### config.mk
export PLATFORM = sky130hd
export DESIGN_NAME = census_disparity_wta
export DESIGN_NICKNAME = d
export VERILOG_FILES = /design/src/rtl/census_disparity_wta_pkg.sv /design/src/rtl/census_hamming_cost.sv /design/src/rtl/census_disparity_wta.sv
export SDC_FILE = /design/constraint.sdc
export NUM_CORES = 1
export LEC_CHECK = 0
export ABC_AREA = 1
export CAP_MARGIN = 20
export CORE_MARGIN = 1.5
export CORE_UTILIZATION = 59
export CTS_CLUSTER_SIZE = 16
export DETAILED_ROUTE_END_ITERATION = 16
export DONT_BUFFER_PORTS = 1
export PLACE_DENSITY = 0.78
export SETUP_SLACK_MARGIN = 0.1
export SYNTH_ARGS = -nofsm -noshare
export SYNTH_HDL_FRONTEND = slang
export SYNTH_SLANG_ARGS = --single-unit
### constraint.sdc
create_clock -name clk -period 11.3 [get_ports clk]
set_input_delay 2.26 -clock clk [delete_from_list [all_inputs] [get_ports clk]]
set_output_delay 2.26 -clock clk [all_outputs]
set_load 0.01 [all_outputs]
### src/rtl/census_disparity_wta_pkg.sv
// census_disparity_wta_pkg: shared widths and constants for the census stereo pipeline
package census_disparity_wta_pkg;
   localparam int CODE_WIDTH_DEF = 8;
   localparam int DISP_WIDTH_DEF = 4;
   localparam int COST_WIDTH_DEF = 4;
   localparam int MAX_DISP_DEF = 16;
   // Truncate to the cost width in use; any truncation of all-ones stays all-ones
   localparam logic [31:0] COST_MASKED = '1;
endpackage

### src/rtl/census_hamming_cost.sv
// census_hamming_cost: combinational Hamming distance between two census codes
module census_hamming_cost
   import census_disparity_wta_pkg::*;
#(
   parameter int CODE_WIDTH = CODE_WIDTH_DEF,
   parameter int COST_WIDTH = COST_WIDTH_DEF
) (
   input  logic [CODE_WIDTH-1:0] a,
   input  logic [CODE_WIDTH-1:0] b,
   output logic [COST_WIDTH-1:0] cost
);
   logic [CODE_WIDTH-1:0] x;
   assign x = a ^ b;
   always_comb begin
      cost = '0;
      for (int i = 0; i < CODE_WIDTH; i++) cost = cost + COST_WIDTH'(x[i]);
   end
endmodule

### src/rtl/census_disparity_wta.sv
// census_disparity_wta: per-pixel Hamming costs over a disparity range and winner-take-all selection
module census_disparity_wta
   import census_disparity_wta_pkg::*;
#(
   parameter int WIDTH      = 320,
   parameter int CODE_WIDTH = CODE_WIDTH_DEF,
   parameter int MAX_DISP   = MAX_DISP_DEF,
   parameter int DISP_WIDTH = DISP_WIDTH_DEF,
   parameter int COST_WIDTH = COST_WIDTH_DEF
) (
   input  logic                  clk,
   input  logic                  rst_n,
   input  logic                  code_valid,
   input  logic                  sof,
   input  logic [CODE_WIDTH-1:0] census_l,
   input  logic [CODE_WIDTH-1:0] census_r,
   output logic [DISP_WIDTH-1:0] disp_out,
   output logic [COST_WIDTH-1:0] cost_out,
   output logic                  edge_flag,
   output logic                  disp_valid
);
   localparam int COL_W = $clog2(WIDTH);
   localparam logic [COST_WIDTH-1:0] MASKED = COST_WIDTH'(COST_MASKED);

   logic [COL_W-1:0]      col, cur_col;
   logic [CODE_WIDTH-1:0] hist [MAX_DISP-1];
   logic [CODE_WIDTH-1:0] cand [MAX_DISP];
   logic [COST_WIDTH-1:0] raw [MAX_DISP];
   logic [COST_WIDTH-1:0] s1_cost [MAX_DISP];
   logic                  s1_valid, s1_edge;
   logic [DISP_WIDTH-1:0] best_d;
   logic [COST_WIDTH-1:0] best_c;

   assign cur_col = sof ? '0 : col;

   genvar d;
   generate
      for (d = 0; d < MAX_DISP; d++) begin : g_cand
         if (d == 0) begin : g_now
            assign cand[d] = census_r;
         end else begin : g_hist
            assign cand[d] = hist[d-1];
         end
         census_hamming_cost #(.CODE_WIDTH(CODE_WIDTH), .COST_WIDTH(COST_WIDTH)) u_cost (
            .a    (census_l),
            .b    (cand[d]),
            .cost (raw[d])
         );
      end
   endgenerate

   // Stale history from a previous row is never cleared; masking by column hides it
   always_ff @(posedge clk) begin
      if (!rst_n) begin
         col      <= '0;
         s1_valid <= 1'b0;
         s1_edge  <= 1'b0;
         for (int k = 0; k < MAX_DISP-1; k++) hist[k] <= '0;
         for (int k = 0; k < MAX_DISP; k++) s1_cost[k] <= '0;
      end else begin
         s1_valid <= code_valid;
         if (code_valid) begin
            col     <= (cur_col == COL_W'(WIDTH-1)) ? '0 : cur_col + 1'b1;
            hist[0] <= census_r;
            for (int k = 1; k < MAX_DISP-1; k++) hist[k] <= hist[k-1];
            s1_edge <= cur_col < COL_W'(MAX_DISP-1);
            for (int k = 0; k < MAX_DISP; k++) s1_cost[k] <= (COL_W'(k) > cur_col) ? MASKED : raw[k];
         end
      end
   end

   // Strict less-than keeps the smallest disparity on ties
   always_comb begin
      best_d = '0;
      best_c = s1_cost[0];
      for (int k = 1; k < MAX_DISP; k++) begin
         best_d = (s1_cost[k] < best_c) ? DISP_WIDTH'(k) : best_d;
         best_c = (s1_cost[k] < best_c) ? s1_cost[k] : best_c;
      end
   end

   always_ff @(posedge clk) begin
      if (!rst_n) begin
         disp_out   <= '0;
         cost_out   <= '0;
         edge_flag  <= 1'b0;
         disp_valid <= 1'b0;
      end else begin
         disp_valid <= s1_valid;
         if (s1_valid) begin
            disp_out  <= best_d;
            cost_out  <= best_c;
            edge_flag <= s1_edge;
         end
      end
   end
endmodule

==> flow_summary.ini, run 1 <==
[power_and_ir_drop]
p_seq_frac = 0.323
cellLeakagePower_nw = 7.702
max-vdd-ir-drop_mv = 0.1049
power_frac_clock = 0.256
power_frac_comb = 0.421
intPower_mw = 1.876
swShare = 0.3465
p_sw_uw = 994.6
power.density_nw_per_um2 = 179.7
power_mw = 2.870

[global_routing]
antenna_found_initial = 0
gr-total-overflow = 0
grt_max_degree = 119
grt_use_total = 0.2353
grt_pass1_vias = 9783
grt_pass1_wl_um = 46240

[worst_hold_path]
hold_class = reg -> reg
hp-start = col[0]$_SDFFE_PN0P_
whs_endpoint = col[0]$_SDFFE_PN0P_
hold-path-cell-count = 2

[setup_path]
critPathRequiredTime_ns = 11.73
cp_max_fo = 6
start_kind = flip-flop
rr_endpoint = cost_out[2]$_SDFFE_PN0P_
rr_worst_depth = 131
crit_arrival_ns = 12.85
path_common_cell = nand2_2
end_kind = flip-flop
startpoint = s1_cost[0][3]$_SDFFCE_PN0P_
cpPeakStageDelay_ns = 0.43
cp_slowest_cell = edfxtp_1
worstReg2RegStart = s1_cost[0][3]$_SDFFCE_PN0P_
r2r_slack_ns = -1.11
critPathKind = reg -> reg

[sta]
slew-limit-headroom = 0.2711
fin_worst_skew_ns = 0.01421
grt_setup_unrepaired = yes
setup_viol = 8
slew_violations = 0
fin_crit_sh = 1.099
worst_slack_ns = -1.114
final-hold-violation-count = 0
setup_tns_ns = -8.340
finalCriticalPeriod_ns = 12.41
max_freq_ghz = 0.08055
worst_pin_slew_ns = 1.093

[synth]
synth_edf_count = 184
synth-async-reset-ratio = 0
yosysUniqueCellTypes = 28
synth-seq-cells = 205
ys_warn_count = 0
syn_inst = 1475
synth_area_sq_um = 13830
avgSynthCellArea_sq_um = 9.379
synthFlopType = edfxtp_1
seq_area_frac_synth = 0.4298
mappedNetlistNets = 1657

[route]
routed_wl_um = 29000
via_per_inst = 5.172
vias = 9786
post_drt_wl_per_cell_um = 15.33
drc = 0
drtIter0Drc = 658
dr.pass1.iters = 5
ant_nets = 0

[placed_design]
portBuffers = 0
pre_cts_ws_ns = -0.5483
gp_congestion = 0.8860
hpwl_um = 19640

[layout]
nets = 1745
layout-drive-gt1-share = 0.1583
diodes = 0
syn_to_final_growth_pct = 15.47

[clock_network]
htreeDepth = 1
cts.sink_count = 205
clk_latency_ns = 0.51
cts_made_buffers = 22
clockBufferDepth = 3
cts.reportedPaths.clkPinSlew_ns = 0.06
hold_buffers = 0
cts_tree = done
cts_root_buf = clkbuf_16

[flow_run]
drv_cap = 0

[outcome]
outcome = finished with violations
violations = setup timing

[floorplanning]
die_area_sq_um = 24380
die_x_um = 156.1
core_sq_um = 22850
io_pins = 30
start_util = 0.6055
dieHeight_um = 156.1
rows = 55
cells in the mapped netlist, types with 3 or more instances:
master,count,area share
a21oi_1,62,0.022
a31oi_1,19,0.0086
clkbuf_1,37,0.010
dfxtp_1,21,0.030
edfxtp_1,184,0.40
fa_1,64,0.093
ha_1,98,0.089
inv_1,324,0.088
inv_2,3,0.00081
nand2_1,206,0.056
nand2_2,21,0.0095
nand2_4,11,0.0090
nand3_1,74,0.027
nor2_1,137,0.037
nor3_1,6,0.0022
o21ai_0,37,0.013
o22ai_1,8,0.0036
o31ai_1,3,0.0016
or2_2,3,0.0014
xnor2_1,3,0.0019
xor2_1,144,0.091
power groups by stage:
stage | Sequential (mW) | Clock (mW) | Combinational (mW)
floorplan | 0.934 | 0 | 0.709
finish | 0.926 | 0.734 | 1.21
global route | 0.932 | 0.771 | 1.35
detailed placement | 0.940 | 0 | 0.949
CTS | 0.925 | 0.743 | 1.10
global placement | 0.937 | 0 | 0.896
what timing repair did:
action	CTS	global route
pin swaps	39	49
setup buffers	53	15
resized for setup	36	45
setup endpoints to repair	8	8
sequential cells by signal, summed over array words and instances (netlist names):
signal	flops
edge_flag	1
s1_cost	64
s1_valid	1
disp_valid	1
disp_out	4
cost_out	4
s1_edge	1
col	9
hist	120
critical path: cells and delay by family, from the launching register on:
kind | cells | cell delay (ns)
and+or+nand+nor | 74 | 5.24
DFF | 1 | 0.43
buffers and inverters | 27 | 1.53
adders and majority gates | 15 | 4.07
AOI/OAI and AO/OA | 15 | 1.04
worst max-delay path by stage:
stage,end,slack [ns]
global route,cost_out[2]$_SDFFE_PN0P_,-1.87
finish,cost_out[2]$_SDFFE_PN0P_,-1.11
global placement,cost_out[1]$_SDFFE_PN0P_,-0.04
CTS,cost_out[1]$_SDFFE_PN0P_,-0.17
floorplan,cost_out[1]$_SDFFE_PN0P_,0.11
detailed placement,cost_out[1]$_SDFFE_PN0P_,-0.55
per-layer routing:
layer,share of wire,vias to the layer above,track usage,wire length [um]
li1,-,4791,-,-
met2,0.48,274,0.4053,13910
met5,0,-,0,0
met3,0.051,64,0.03111,1489
met4,0.024,0,0.05624,685
met1,0.45,4657,0.3173,12920
cell families (layout without fill, tap and decap cells):
family / count (synthesis) / count (layout) / share of synthesized area
XOR/XNOR: 147 / 147 / 0.09306
flip-flops: 205 / 205 / 0.4298
AND/OR/NAND/NOR: 460 / 460 / 0.1427
AO/OA/AOI/OAI: 135 / 135 / 0.05381
buffers and inverters: 366 / 470 / 0.09939
adder cells (fa/ha/maj): 162 / 162 / 0.1812
cell usage in the layout, fill, tap and decap left out, drive strengths merged:
| cell | synthesis | final |
|---|---|---|
| o211ai | 2 | 2 |
| buf | 2 | 103 |
| clkinv | 0 | 1 |
| xnor2 | 3 | 3 |
| a31oi | 19 | 19 |
| edfxtp | 184 | 184 |
| clkbuf | 37 | 34 |
| a21oi | 64 | 64 |
| o32ai | 2 | 2 |
| xor2 | 144 | 144 |
| nand4 | 2 | 2 |
| bufinv | 0 | 1 |
| nand2 | 238 | 238 |
| nor2 | 137 | 137 |
| nor3 | 6 | 6 |
| o21ai | 37 | 37 |
| ha | 98 | 98 |
| nand3 | 74 | 74 |
| or2 | 3 | 3 |
| o22ai | 8 | 8 |
| dfxtp | 21 | 21 |
| o31ai | 3 | 3 |
| clkinvlp | 0 | 4 |
| inv | 327 | 327 |
| fa | 64 | 64 |
stage by stage:
step	cell area, sq um	hold slack, ns	util	instances
2_1_floorplan	13900	0.4299	-	1475
3_3_place_gp	14400	0.4685	0.6303	1782
3_5_place_dp	14400	0.4847	0.6303	1782
4_1_cts	15670	0.4949	0.6857	1875
5_1_grt	15980	0.5401	0.6992	1892
6_report	15980	0.4964	0.6992	1892
area by class of cell:
type / instances / area, sq um
fill: 1584 / 6872
multi-input combinational: 904 / 6875
clock buffer: 34 / 679.4
sequential: 205 / 5946
inverter: 327 / 1227
timing repair buffer: 103 / 790.8
clock inverter: 6 / 65.06
tap: 313 / 391.6
(Power assumes the default switching activity.)
==> run 2, diff against run 1 <==
--- a/config.mk
+++ b/config.mk
@@ -8,11 +8,11 @@
 export ABC_AREA = 1
 export CAP_MARGIN = 20
 export CORE_MARGIN = 1.5
-export CORE_UTILIZATION = 59
+export CORE_UTILIZATION = 40
+export CTS_CLUSTER_DIAMETER = 120
 export CTS_CLUSTER_SIZE = 16
 export DETAILED_ROUTE_END_ITERATION = 16
 export DONT_BUFFER_PORTS = 1
-export PLACE_DENSITY = 0.78
 export SETUP_SLACK_MARGIN = 0.1
 export SYNTH_ARGS = -nofsm -noshare
 export SYNTH_HDL_FRONTEND = slang
==> run 2 against run 1 <==
  * The flow still finishes with violations (setup timing)
  * First-iteration DRC count decreased by 32%
  * Setup slack improved by 0.86 ns
  * Clock power is 27% lower
  * Power is 9.9% lower
  * Final cell count increased by 6.6%
  * Largest power group unchanged
==> flow_summary.ini, run 2 (synthesis results as in run 1) <==
[layout]
largest-register = hist
largest_register_ffs = 120
final_common_cell = inv_1
syn_to_final_growth_pct = 14.02
diodes = 0
layout-drive-gt1-share = 0.1402
nets = 1741
layout_common_cells = inv_1 (319), nand2_1 (186), edfxtp_1 (184), xor2_1 (144), nor2_1 (136)
finalInstanceArea_sq_um = 15770
reg_top3 = hist: 120 flops, s1_cost: 64 flops, col: 9 flops

[clock_network]
cts.sink_count = 205
cts_root_buf = clkbuf_16
cts_made_buffers = 16
clockBufferDepth = 3
cts_tree = done
htreeDepth = 1
clk_latency_ns = 0.49
cts.reportedPaths.clkPinSlew_ns = 0.08

[sta]
grt_setup_unrepaired = yes
final-hold-violation-count = 0
setup_viol = 8
slew-limit-headroom = 0.3306
finalCriticalPeriod_ns = 11.56
setup_tns_ns = -1.426
worst_pin_slew_ns = 1.004
max_freq_ghz = 0.08652
worst_slack_ns = -0.2576
slew_violations = 0
fin_worst_skew_ns = 0.01817
fin_crit_sh = 1.023

[route]
routed_wl_um = 26520
via_per_inst = 4.553
post_drt_wl_per_cell_um = 13.15
ant_nets = 0
drtIter0Drc = 448
vias = 9183
drc = 0
dr.pass1.iters = 5

[floorplanning]
die_x_um = 189.0
dieHeight_um = 189.0
io_pins = 30
die_area_sq_um = 35710
rows = 67
core_sq_um = 33780
start_util = 0.4095

[setup_path]
cp_max_fo = 5
worstReg2RegStart = s1_cost[0][6]$_SDFFCE_PN0P_
cpPeakStageDelay_ns = 0.42
path_common_cell = nand2_2
path_buf_inv = 29
rr_worst_depth = 127
cp_slowest_cell = edfxtp_1
start_kind = flip-flop
startpoint = s1_cost[0][6]$_SDFFCE_PN0P_
crit_family = simple AND/OR/NAND/NOR gates
rr_endpoint = cost_out[2]$_SDFFE_PN0P_
critPathRequiredTime_ns = 11.70
crit_arrival_ns = 11.96
r2r_slack_ns = -0.26
critPathKind = reg -> reg
end_kind = flip-flop

[worst_hold_path]
hold_class = reg -> reg
hp-start = s1_edge$_SDFFE_PN0P_
whs_endpoint = edge_flag$_SDFFE_PN0P_
hold-path-cell-count = 2

[global_routing]
grt_max_degree = 116
grt_pass1_vias = 9350
grt_use_total = 0.1527
grt_pass1_wl_um = 45010
antenna_found_initial = 0
gr-total-overflow = 0

[power_and_ir_drop]
power.density_nw_per_um2 = 164.0
max-vdd-ir-drop_mv = 0.06943
cellLeakagePower_nw = 7.569

[placed_design]
hpwl_um = 19840
portBuffers = 0
dpl-instance-area_sq_um = 14760
gp_congestion = 0.8187

[outcome]
outcome = finished with violations
violations = setup timing

[flow_run]
drv_cap = 0
## run 2: cell count changes in the layout (fill, tap and decap cells not counted), moves of 3 or more
cell and delta:
clkbuf_1 +3, nor2_1 +4, nor2_2 -3, buf_4 +3, clkbuf_16 -8, clkinvlp_4 -4, nand2_4 -5, inv_2 -6
nand2_1 +6, inv_1 +6
## run 2: worst max path at each step
stage / end / slack, ns / cells past startpoint
5_1_grt: cost_out[0]$_SDFFE_PN0P_ / -1.28 / 129
3_3_place_gp: cost_out[1]$_SDFFE_PN0P_ / 0.11 / 127
4_1_cts: cost_out[0]$_SDFFE_PN0P_ / -0.1 / 130
6_report: cost_out[2]$_SDFFE_PN0P_ / -0.26 / 127
3_5_place_dp: cost_out[1]$_SDFFE_PN0P_ / -0.42 / 126
2_1_floorplan: cost_out[1]$_SDFFE_PN0P_ / 0.11 / 128
## run 2: repair_timing
item                       4_1_cts  5_1_grt
resized for setup               32       21
hold buffers                     0        0
buffers inserted                39        6
setup endpoints to repair        8        8
pin swaps                       34       65
## run 2: area by class of cell
class                      count  area, sq um
tap                          448        560.5
multi-input combinational    904         6763
clock inverter                 1        5.005
clock buffer                  27        462.9
sequential                   205         5946
fill                        3098        18010
timing repair buffer         105        809.5
inverter                     327         1227
## run 2: where the power goes
| part | total (mW) | switching [mW] | internal [mW] |
|---|---|---|---|
| combinational | 1.13 | 0.598 | 0.530 |
| clock | 0.537 | 0.257 | 0.280 |
| sequential | 0.922 | 0.0369 | 0.886 |
## run 2: layer usage
metal	share of wire	global-route usage	wire length, um
met2	0.45	0.2530	11950
met1	0.51	0.2177	13440
met4	0.016	0.03480	423
met5	0	0	0
met3	0.026	0.01297	696
## run 2: worst min-delay path, stage by stage, from the launching register on
cell and delay (ns):
dfxtp_1 0.30, inv_1 0.06, a21oi_1 0.06
## run 2: through the flow
step / worst slack, ns / instances / power, mW / utilization / hold WS, ns
global placement: 0.1077 / 1942 / 1.891 / 0.4368 / 0.4455
finish: -0.2576 / 2017 / 2.587 / 0.4669 / 0.4640
global route: -1.281 / 2017 / 2.795 / 0.4669 / 0.4958
floorplan: 0.1081 / 1475 / 1.642 / - / 0.4299
detailed placement: -0.4220 / 1943 / 1.920 / 0.4369 / 0.4543
CTS: -0.09910 / 2010 / 2.570 / 0.4624 / 0.4653
==> run 3, diff against run 2 <==
--- a/config.mk
+++ b/config.mk
@@ -8,7 +8,7 @@
 export ABC_AREA = 1
 export CAP_MARGIN = 20
 export CORE_MARGIN = 1.5
-export CORE_UTILIZATION = 40
+export CORE_UTILIZATION = 47
 export CTS_CLUSTER_DIAMETER = 120
 export CTS_CLUSTER_SIZE = 16
 export DETAILED_ROUTE_END_ITERATION = 16
==> run 3 against run 2 <==
  * The flow still finishes with violations (setup timing)
  * Sequential cell count unchanged
  * Register-to-register slack improved by 0.03 ns
  * Wire length increased by 1.3%
  * Highest routed layer unchanged
  * Critical path depth increased by 1
  * Largest cell class unchanged
  * Power decreased by 0.72%
  * Core utilization increased by 7.5 points
  * Design area decreased by 0.90%
==> flow_summary.ini, run 3 (synthesis results as in run 1) <==
[sta]
fin_hold_ws_ns = 0.4898
fin_crit_sh = 1.020
grt_setup_unrepaired = yes
worst_slack_ns = -0.2287
slew-limit-headroom = 0.4043
worst_pin_slew_ns = 0.8936
max_freq_ghz = 0.08674
slew_violations = 0
finalCriticalPeriod_ns = 11.53
final-hold-violation-count = 0
fin_worst_skew_ns = 0.01089
setup_viol = 8

[floorplanning]
io_pins = 30
core_sq_um = 28860
die_x_um = 174.6
start_util = 0.4794
die_area_sq_um = 30470
rows = 62
dieHeight_um = 174.6

[layout]
layout-drive-gt1-share = 0.1362
final_common_cell = inv_1
diodes = 0
layout_common_cells = inv_1 (317), nand2_1 (187), edfxtp_1 (184), xor2_1 (144), nor2_1 (132)
syn_to_final_growth_pct = 13.00
nets = 1728
final_util = 0.5417
largest-register = hist
finalInstanceArea_sq_um = 15630
reg_top3 = hist: 120 flops, s1_cost: 64 flops, col: 9 flops
largest_register_ffs = 120

[clock_network]
cts_root_buf = clkbuf_16
htreeDepth = 1
cts_tree = done
clockBufferDepth = 3
cts_made_buffers = 16
cts.sink_count = 205
hold_buffers = 0
cts.reportedPaths.clkPinSlew_ns = 0.07
clk_latency_ns = 0.48

[placed_design]
gp_congestion = 0.8427
portBuffers = 0
hpwl_um = 20150
dpl-instance-area_sq_um = 14630

[power_and_ir_drop]
max-vdd-ir-drop_mv = 0.08851
power.density_nw_per_um2 = 164.3
power_frac_comb = 0.431
p_seq_frac = 0.360
p_sw_uw = 897.7
power_frac_clock = 0.209
power_mw = 2.568
intPower_mw = 1.671
swShare = 0.3495
cellLeakagePower_nw = 7.511

[setup_path]
crit_arrival_ns = 11.94
cpPeakStageDelay_ns = 0.43
path_buf_inv = 24
path_common_cell = nand2_2
critPathRequiredTime_ns = 11.71
cp_slowest_cell = edfxtp_1
end_kind = flip-flop
rr_worst_depth = 128
cp_max_fo = 5
r2r_slack_ns = -0.23
worstReg2RegStart = s1_cost[0][5]$_SDFFCE_PN0P_
rr_endpoint = cost_out[2]$_SDFFE_PN0P_
crit_family = simple AND/OR/NAND/NOR gates
critPathKind = reg -> reg
start_kind = flip-flop

[worst_hold_path]
hold-path-cell-count = 2
whs_endpoint = col[0]$_SDFFE_PN0P_
hp-start = col[0]$_SDFFE_PN0P_
hold_class = reg -> reg

[global_routing]
grt_pass1_vias = 9368
grt_max_degree = 119
gr-total-overflow = 0
grt_use_total = 0.1803
antenna_found_initial = 0
grt_pass1_wl_um = 45200

[route]
highest_layer = met4
wl_met1_um = 13770
via_per_inst = 4.727
drc = 0
routed_wl_um = 26860
dr.pass1.iters = 5
drtIter0Drc = 557
ant_nets = 0
route.met2.wl_um = 11860
vias = 9171
post_drt_wl_per_cell_um = 13.85
wl_met3_um = 713

[outcome]
violations = setup timing
outcome = finished with violations

[flow_run]
drv_cap = 0
[run 3: worst max-delay path by stage]
stage	endpoint	from	cells past startpoint	slack [ns]
after floorplan	cost_out[1]$_SDFFE_PN0P_	s1_cost[0][7]$_SDFFCE_PN0P_	128	0.11
after global placement	cost_out[1]$_SDFFE_PN0P_	s1_cost[0][5]$_SDFFCE_PN0P_	127	0.01
after detailed placement	cost_out[1]$_SDFFE_PN0P_	s1_cost[0][5]$_SDFFCE_PN0P_	127	-0.49
after CTS	cost_out[0]$_SDFFE_PN0P_	s1_cost[0][5]$_SDFFCE_PN0P_	130	-0.13
after global routing	cost_out[2]$_SDFFE_PN0P_	s1_cost[0][1]$_SDFFCE_PN0P_	126	-1.39
final	cost_out[2]$_SDFFE_PN0P_	s1_cost[0][5]$_SDFFCE_PN0P_	128	-0.23
[run 3: timing repair]
action / 4_1_cts / 5_1_grt
endpoints found under the setup margin: 8 / 8
buffers inserted: 33 / 5
pin swaps: 33 / 19
resized for setup: 28 / 32
[run 3: layout make-up]
type                            instances  area [sq um]
Clock buffer                           27         462.9
Clock inverter                          1         5.005
Fill cell                            2597         13230
Inverter                              327          1227
Multi-Input combinational cell        904          6799
Sequential cell                       205          5946
Tap cell                              384         480.5
Timing Repair Buffer                   92         711.9
[run 3: power by group through the flow]
stage          sequential, mW  clock (mW)  combinational, mW
2_1_floorplan           0.934           0              0.709
3_3_place_gp            0.938           0              0.944
3_5_place_dp            0.940           0              0.979
4_1_cts                 0.923       0.558               1.07
5_1_grt                 0.931       0.578               1.27
6_report                0.924       0.537               1.11
[run 3: per-layer routing]
metal | track usage | vias to the layer above
met2 | 0.2874 | 93
met4 | 0.04523 | 0
met3 | 0.01728 | 31
met5 | 0 | -
li1 | - | 4763
met1 | 0.2649 | 4284
[run 3: metrics by stage]
| stage | setup slack (ns) | std cells | setup TNS [ns] |
|---|---|---|---|
| after floorplan | 0.1081 | 1475 | 0 |
| after global placement | 0.01012 | 1872 | 0 |
| after detailed placement | -0.4921 | 1872 | -3.545 |
| after CTS | -0.1265 | 1933 | -0.6372 |
| after global routing | -1.391 | 1940 | -10.51 |
| final | -0.2287 | 1940 | -1.285 |
[run 3: worst min-delay path: stages, from the launching register on]
cell and delay, ns:
dfxtp_1 0.30, inv_1 0.06, o22ai_1 0.08
